**config.mk**
```make
export PLATFORM = sky130hd
export DESIGN_NAME = usd_data_rx
export DESIGN_NICKNAME = d
export VERILOG_FILES = /design/src/rtl/usd_data_rx.sv
export SDC_FILE = /design/constraint.sdc
export NUM_CORES = 1
export LEC_CHECK = 0
export CAP_MARGIN = 20
export CORE_UTILIZATION = 50
export CTS_CLUSTER_SIZE = 14
export DETAILED_ROUTE_END_ITERATION = 12
export PLACE_DENSITY = 0.76
export SYNTH_ARGS = -nofsm -noshare
export SYNTH_HDL_FRONTEND = slang
export SYNTH_SLANG_ARGS = --single-unit
```
**constraint.sdc**
```tcl
create_clock -name sdClk -period 6.1 [get_ports sdClk]
set_input_delay 0.915 -clock sdClk [delete_from_list [all_inputs] [get_ports sdClk]]
set_output_delay 0.915 -clock sdClk [all_outputs]
set_load 0.03 [all_outputs]
```
**src/rtl/usd_data_rx.sv**
```systemverilog
// usd_data_rx: multi-block micro SD read receiver with 1/4/8 lanes, start-bit timeout and
// card-clock hold between blocks. Define USD_RX_CRC_EN to build the per-lane CRC16 check.
module usd_data_rx #(
  parameter int unsigned LANES       = 4,
  parameter int unsigned WORD_W      = 64,
  parameter int unsigned BLK_BYTES   = 512,
  parameter int unsigned TIMEOUT_CYC = 100000
) (
  input  logic              sdClk,
  input  logic              sysRst,
  input  logic              readCmd,
  input  logic [15:0]       blockCount,
  input  logic              abort,
  input  logic [LANES-1:0]  sdDataIn,
  input  logic              readFifoAlmostFull,
  output logic [WORD_W-1:0] readDataOut,
  output logic              readFifoWe,
  output logic              sdClkEn,
  output logic              busy,
  output logic              readDone,
  output logic              crcErr,
  output logic              timeOut,
  output logic [15:0]       blocksDone
);

  localparam int unsigned DataCyc = (BLK_BYTES * 8) / LANES;
  localparam int unsigned WordCyc = WORD_W / LANES;
  localparam int unsigned BitW    = $clog2(DataCyc + 1);
  localparam int unsigned WcW     = $clog2(WordCyc + 1);
  localparam int unsigned ToW     = $clog2(TIMEOUT_CYC + 1);

  typedef enum logic [2:0] {
    StIdle, StWaitStart, StData, StCrc, StEnd, StHold
  } state_e;

  state_e stateQ, stateD;

  logic [15:0]       countQ, countD;
  logic [15:0]       blocksQ, blocksD;
  logic [BitW-1:0]   bitCntQ, bitCntD;
  logic [WcW-1:0]    wordCntQ, wordCntD;
  logic [3:0]        crcCntQ, crcCntD;
  logic [ToW-1:0]    toCntQ, toCntD;
  logic [WORD_W-1:0] packQ, packD;
  logic [WORD_W-1:0] dataQ, dataD;
  logic              weQ, weD;
  logic              clkEnQ, clkEnD;
  logic              busyQ, busyD;
  logic              doneQ, doneD;
  logic              crcErrQ, crcErrD;
  logic              toQ, toD;

  logic              cmdGo, startBit, toExpire, lastData, wordEnd, crcLast;
  logic              blockBad, endOk, lastBlock;
  logic [15:0]       blocksInc;
  logic [WORD_W-1:0] packNext;

  // Abort takes priority over a coincident read command.
  assign cmdGo     = readCmd & ~abort;
  assign startBit  = ~|sdDataIn;
  assign toExpire  = (toCntQ == ToW'(TIMEOUT_CYC - 1));
  assign lastData  = (bitCntQ == BitW'(DataCyc - 1));
  assign wordEnd   = (wordCntQ == WcW'(WordCyc - 1));
  assign crcLast   = (crcCntQ == 4'd15);
  assign endOk     = (&sdDataIn) & ~blockBad;
  assign blocksInc = blocksQ + 16'd1;
  assign lastBlock = (blocksInc == countQ);
  // Lane LANES-1 lands in the most significant position of each shifted group.
  assign packNext  = (packQ << LANES) | WORD_W'(sdDataIn);

`ifdef USD_RX_CRC_EN
  logic [LANES-1:0][15:0] crcQ, crcD;
  logic                   crcBadQ, crcBadD;

  function automatic logic [15:0] crc16Step(input logic [15:0] crc, input logic bitIn);
    logic fb;
    fb = bitIn ^ crc[15];
    return {crc[14:0], 1'b0} ^ (fb ? 16'h1021 : 16'h0000);
  endfunction

  always_comb begin
    crcD    = crcQ;
    crcBadD = crcBadQ;
    unique case (stateQ)
      StWaitStart: begin
        crcD    = '0;
        crcBadD = 1'b0;
      end
      StData: begin
        for (int l = 0; l < LANES; l++) crcD[l] = crc16Step(crcQ[l], sdDataIn[l]);
      end
      // Received CRC arrives MSB first; shift the running value out alongside it.
      StCrc: begin
        for (int l = 0; l < LANES; l++) begin
          if (sdDataIn[l] != crcQ[l][15]) crcBadD = 1'b1;
          crcD[l] = {crcQ[l][14:0], 1'b0};
        end
      end
      default: ;
    endcase
  end

  always_ff @(posedge sdClk or posedge sysRst) begin
    if (sysRst) begin
      crcQ    <= '0;
      crcBadQ <= 1'b0;
    end else begin
      crcQ    <= crcD;
      crcBadQ <= crcBadD;
    end
  end

  assign blockBad = crcBadQ;
`else
  assign blockBad = 1'b0;
`endif

  always_ff @(posedge sdClk or posedge sysRst) begin
    if (sysRst) stateQ <= StIdle;
    else        stateQ <= stateD;
  end

  always_comb begin
    stateD = stateQ;
    unique case (stateQ)
      StIdle:      if (cmdGo && blockCount != 16'd0) stateD = StWaitStart;
      StWaitStart: begin
        if (startBit)      stateD = StData;
        else if (toExpire) stateD = StIdle;
      end
      StData:      if (lastData) stateD = StCrc;
      StCrc:       if (crcLast) stateD = StEnd;
      StEnd:       stateD = (!endOk || lastBlock) ? StIdle : StHold;
      StHold:      if (!readFifoAlmostFull) stateD = StWaitStart;
      default:     stateD = StIdle;
    endcase
    if (abort) stateD = StIdle;
  end

  always_comb begin
    countD   = countQ;
    blocksD  = blocksQ;
    bitCntD  = bitCntQ;
    wordCntD = wordCntQ;
    crcCntD  = crcCntQ;
    toCntD   = toCntQ;
    packD    = packQ;
    dataD    = dataQ;
    weD      = 1'b0;
    clkEnD   = clkEnQ;
    busyD    = busyQ;
    doneD    = 1'b0;
    crcErrD  = crcErrQ;
    toD      = toQ;
    unique case (stateQ)
      StIdle: begin
        if (cmdGo) begin
          countD  = blockCount;
          crcErrD = 1'b0;
          toD     = 1'b0;
          blocksD = 16'd0;
          toCntD  = '0;
          if (blockCount == 16'd0) doneD = 1'b1;
          else                     busyD = 1'b1;
        end
      end
      StWaitStart: begin
        if (startBit) begin
          bitCntD  = '0;
          wordCntD = '0;
          crcCntD  = '0;
          toCntD   = '0;
        end else if (toExpire) begin
          toD   = 1'b1;
          doneD = 1'b1;
          busyD = 1'b0;
        end else begin
          toCntD = toCntQ + ToW'(1);
        end
      end
      StData: begin
        packD   = packNext;
        bitCntD = bitCntQ + BitW'(1);
        if (wordEnd) begin
          dataD    = packNext;
          weD      = 1'b1;
          wordCntD = '0;
        end else begin
          wordCntD = wordCntQ + WcW'(1);
        end
        if (lastData) crcCntD = '0;
      end
      StCrc: crcCntD = crcCntQ + 4'd1;
      StEnd: begin
        if (endOk) begin
          blocksD = blocksInc;
          if (lastBlock) begin
            doneD = 1'b1;
            busyD = 1'b0;
          end
        end else begin
          crcErrD = 1'b1;
          doneD   = 1'b1;
          busyD   = 1'b0;
        end
      end
      StHold: begin
        if (readFifoAlmostFull) begin
          clkEnD = 1'b0;
        end else begin
          clkEnD = 1'b1;
          toCntD = '0;
        end
      end
      default: ;
    endcase
    if (abort) begin
      busyD  = 1'b0;
      doneD  = 1'b0;
      weD    = 1'b0;
      clkEnD = 1'b1;
    end
  end

  always_ff @(posedge sdClk or posedge sysRst) begin
    if (sysRst) begin
      countQ   <= '0;
      blocksQ  <= '0;
      bitCntQ  <= '0;
      wordCntQ <= '0;
      crcCntQ  <= '0;
      toCntQ   <= '0;
      packQ    <= '0;
      dataQ    <= '0;
      weQ      <= 1'b0;
      clkEnQ   <= 1'b1;
      busyQ    <= 1'b0;
      doneQ    <= 1'b0;
      crcErrQ  <= 1'b0;
      toQ      <= 1'b0;
    end else begin
      countQ   <= countD;
      blocksQ  <= blocksD;
      bitCntQ  <= bitCntD;
      wordCntQ <= wordCntD;
      crcCntQ  <= crcCntD;
      toCntQ   <= toCntD;
      packQ    <= packD;
      dataQ    <= dataD;
      weQ      <= weD;
      clkEnQ   <= clkEnD;
      busyQ    <= busyD;
      doneQ    <= doneD;
      crcErrQ  <= crcErrD;
      toQ      <= toD;
    end
  end

  assign readDataOut = dataQ;
  assign readFifoWe  = weQ;
  assign sdClkEn     = clkEnQ;
  assign busy        = busyQ;
  assign readDone    = doneQ;
  assign crcErr      = crcErrQ;
  assign timeOut     = toQ;
  assign blocksDone  = blocksQ;

endmodule
```
==> run_summary.xml <==
<?xml version="1.0" encoding="UTF-8"?>
<metrics>
  <group name="layout">
    <metric name="final_common_cell" unit="">nand2_1</metric>
    <metric name="synthToLayoutAreaGrowth" unit="%">22.77</metric>
    <metric name="finalNetCount" unit="">977</metric>
    <metric name="antennaDiodeCount" unit="">0</metric>
    <metric name="layout.cell_area.non_filler" unit="sq um">10880</metric>
    <metric name="stdcell_count" unit="">1187</metric>
    <metric name="post_route_cells_drive_above_1_share" unit="">0.1424</metric>
    <metric name="final_cell_mix" unit="">nand2_1 (226), dfrtp_1 (201), clkdlybuf4s50_1 (110), mux2_2 (80), o21ai_0 (49)</metric>
  </group>
  <group name="critical_path">
    <metric name="crit_path_start" unit="">blocksDone[0]</metric>
    <metric name="worstPathRequired" unit="ns">6.46</metric>
    <metric name="path_class" unit="">register to register</metric>
    <metric name="worstReg2RegStart" unit="">blocksDone[0]</metric>
    <metric name="critical_path_sink_type" unit="">register</metric>
    <metric name="rrSetupSlack" unit="ns">3.12</metric>
    <metric name="worst_r2r_endpoint" unit="">stateQ[2]</metric>
    <metric name="number_of_cells_traversed_by_the_worst_register_to_register_path" unit="">8</metric>
    <metric name="critical_path_arrival" unit="ns">3.34</metric>
    <metric name="setup.worst_path.end" unit="">stateQ[2]</metric>
    <metric name="timing.critical_path.from_type" unit="">register</metric>
    <metric name="crit_fanout" unit="">9</metric>
  </group>
  <group name="route">
    <metric name="route.detailed.wl_per_inst" unit="um">15.33</metric>
    <metric name="detail_route.drc_violations" unit="">0</metric>
    <metric name="postRouteAntennaNets" unit="">0</metric>
    <metric name="drt_pre_antenna_iters" unit="">4</metric>
    <metric name="avgViaCountPerCell" unit="">5.427</metric>
    <metric name="via_count" unit="">6442</metric>
    <metric name="route.final.wire_length" unit="um">18190</metric>
    <metric name="drt_first_iter_violations" unit="">451</metric>
  </group>
  <group name="logic_synthesis">
    <metric name="synth_cells" unit="">848</metric>
    <metric name="synth-warning-count" unit="">0</metric>
    <metric name="synthesis.nets" unit="">878</metric>
    <metric name="yosys_most_used_dff" unit="">dfrtp_1</metric>
    <metric name="syn_avg_cell_area" unit="sq um">10.45</metric>
    <metric name="mappedNetlistArea" unit="sq um">8864</metric>
    <metric name="synth_enable_flop_cells" unit="">0</metric>
    <metric name="ys_seq_area_frac" unit="">0.5704</metric>
    <metric name="synth_cell_type_count" unit="">53</metric>
    <metric name="synth.ff_latch_count" unit="">202</metric>
    <metric name="ys_async_sr_fraction" unit="">1.000</metric>
  </group>
  <group name="cts">
    <metric name="cts_root_buf" unit="">clkbuf_16</metric>
    <metric name="ctsResizeCount" unit="">0</metric>
    <metric name="cts_tree" unit="">built</metric>
    <metric name="clkLatencyLatePin" unit="ns">0.50</metric>
    <metric name="ctsHtreeMaxLevel" unit="">1</metric>
    <metric name="cts.repair_timing.setup_buffer_count" unit="">0</metric>
    <metric name="ctsLongestPathBuffers" unit="">3</metric>
    <metric name="cts.clk_slew.worst_paths" unit="ns">0.06</metric>
    <metric name="hold_buffers" unit="">0</metric>
    <metric name="cts_made_buffers" unit="">22</metric>
    <metric name="cts.sink_count" unit="">202</metric>
  </group>
  <group name="placed_design">
    <metric name="dp_hpwl" unit="um">11850</metric>
    <metric name="port_buffers" unit="">110</metric>
    <metric name="placement.cell_area" unit="sq um">10130</metric>
    <metric name="globalplace.congestion" unit="">0.8126</metric>
    <metric name="dp_slack" unit="ns">2.728</metric>
    <metric name="post-place-cells" unit="">1147</metric>
  </group>
  <group name="flow_run">
    <metric name="max-cap-violations" unit="">0</metric>
  </group>
  <group name="sta">
    <metric name="worst_pin_slew" unit="ns">0.9114</metric>
    <metric name="period_needed" unit="ns">2.982</metric>
    <metric name="setup_total_negative_slack" unit="ns">0</metric>
    <metric name="fin_crit_sh" unit="">0.4889</metric>
    <metric name="setup_repair_after_global_routing_missed_its_margin" unit="">false</metric>
    <metric name="finClkSkew" unit="ns">0.01344</metric>
    <metric name="timing.final.max_slew_violations" unit="">0</metric>
    <metric name="worst_hold_slack" unit="ns">0.4699</metric>
    <metric name="timing.final.setup_violations" unit="">0</metric>
    <metric name="slew_headroom" unit="">0.3924</metric>
    <metric name="finalWorstSetupSlack" unit="ns">3.118</metric>
    <metric name="maximum_clock_rate" unit="MHz">335.3</metric>
    <metric name="hold_viol" unit="">0</metric>
  </group>
  <group name="global_routing">
    <metric name="global_route_wire_length_before_repair" unit="um">30850</metric>
    <metric name="initial_antenna_violation_count" unit="">0</metric>
    <metric name="first_global_vias" unit="">6202</metric>
    <metric name="grt_util_all_layers" unit="">0.2088</metric>
    <metric name="grt.overflow.total" unit="">0</metric>
    <metric name="grt_start_max_net_pins" unit="">106</metric>
  </group>
  <group name="floorplanning">
    <metric name="die_width" unit="um">135.1</metric>
    <metric name="std_cell_rows" unit="">48</metric>
    <metric name="pin_count" unit="">111</metric>
    <metric name="fp.coreArea" unit="sq um">17300</metric>
    <metric name="die_area" unit="sq um">18260</metric>
    <metric name="initial_core_util" unit="">0.5124</metric>
    <metric name="die_y" unit="um">135.1</metric>
  </group>
  <group name="power_and_ir_drop">
    <metric name="worst_ir_drop_vdd" unit="mV">0.2408</metric>
    <metric name="cellPowerDensity" unit="nW/um^2">323.7</metric>
    <metric name="total_leakage_power" unit="nW">5.036</metric>
  </group>
  <group name="outcome">
    <metric name="outcome" unit="">complete, no violations</metric>
  </group>
  <group name="hold_path">
    <metric name="holdCritPathClass" unit="">register to register</metric>
  </group>
</metrics>
-- stage by stage --
stage,total power (W),utilization
global route,0.003707,0.6291
CTS,0.003561,0.6280
floorplan,0.002062,-
global placement,0.002212,0.5859
detailed placement,0.002229,0.5859
finish,0.003523,0.6291
-- flip-flops by register name, indices dropped and copies added, names as in the netlist --
| name | count |
|---|---|
| readDone | 1 |
| toCntQ | 17 |
| stateQ | 3 |
| wordCntQ | 5 |
| crcErr | 1 |
| packQ | 60 |
| busy | 1 |
| blocksDone | 16 |
| timeOut | 1 |
| countQ | 16 |
| sdClkEn | 1 |
| readFifoWe | 1 |
| crcCntQ | 4 |
| readDataOut | 64 |
| bitCntQ | 11 |
-- worst min-delay path by stage --
stage	endpoint	start	slack (ns)	depth (start not counted)
final	packQ[57]	packQ[57]	0.47	2
after floorplan	packQ[56]	packQ[56]	0.44	2
after global routing	bitCntQ[10]	bitCntQ[10]	0.50	1
after detailed placement	packQ[57]	packQ[57]	0.46	2
after global placement	bitCntQ[10]	bitCntQ[10]	0.46	1
after CTS	packQ[57]	packQ[57]	0.48	2
-- metal layers --
metal | vias to the layer above | track usage | routed length [um]
li1 | 3109 | - | -
met1 | 3168 | 0.2879 | 8283
met2 | 139 | 0.3396 | 8624
met3 | 26 | 0.03367 | 885
met4 | 0 | 0.06429 | 398
met5 | - | 0 | 0
-- report_power, final --
group          switching [W]  internal (W)
registers           0.000160       0.00152
logic               0.000282      0.000245
clock network       0.000519      0.000801
-- cell usage after synthesis (all sizes together), types with 2 or more instances --
library cell	n	area (sq um)
a2111oi	2	23.77
a21o	2	15.01
a21oi	12	60.06
a22o	2	17.52
a31oi	7	43.79
a41oi	2	17.52
and2	4	25.02
and3	4	25.02
and4	2	20.02
buf	15	91.33
clkbuf	29	108.9
dfrtp	201	5030
ha	5	62.56
inv	6	22.52
mux2	80	900.9
mux2i	3	30.03
nand2	227	852.1
nand2b	4	25.02
nand3	22	110.1
nand4	17	112.6
nor2	43	161.4
nor3	16	80.08
nor4	11	75.07
nor4b	2	17.52
o2111ai	3	26.28
o211ai	3	22.52
o21a	3	22.52
o21ai	49	245.2
o311ai	2	17.52
o31ai	4	30.03
o41ai	3	26.28
or2	3	18.77
or3	7	43.79
or4	2	18.77
xnor2	22	192.7
xor2	20	175.2
-- final cells by class --
| type | instances | area [sq um] |
|---|---|---|
| clock inverter | 7 | 100.1 |
| timing repair buffer | 119 | 1194 |
| sequential | 202 | 5056 |
| fill | 1409 | 6415 |
| clock buffer | 32 | 628.1 |
| tap | 225 | 281.5 |
| inverter | 6 | 26.28 |
| multi-input combinational | 596 | 3596 |
-- critical path: stages (launching register included) --
cell	delay [ns]
dfrtp_1	0.51
ha_1	0.42
nand3_1	0.24
nor4_1	0.61
xnor2_1	0.20
o2111ai_1	0.14
or4_4	0.48
a2bb2oi_2	0.16
a21oi_1	0.07
-- cells by family after synthesis --
logic type / Yosys count / share of synthesized area
fa+ha+maj: 5 / 0.007058
simple gates: 367 / 0.1818
flops: 202 / 0.5704
mux: 83 / 0.1050
compound gates: 99 / 0.06903
buf+inv: 50 / 0.02513
xor+xnor: 42 / 0.04150
Power figures use the tool's default switching activity.
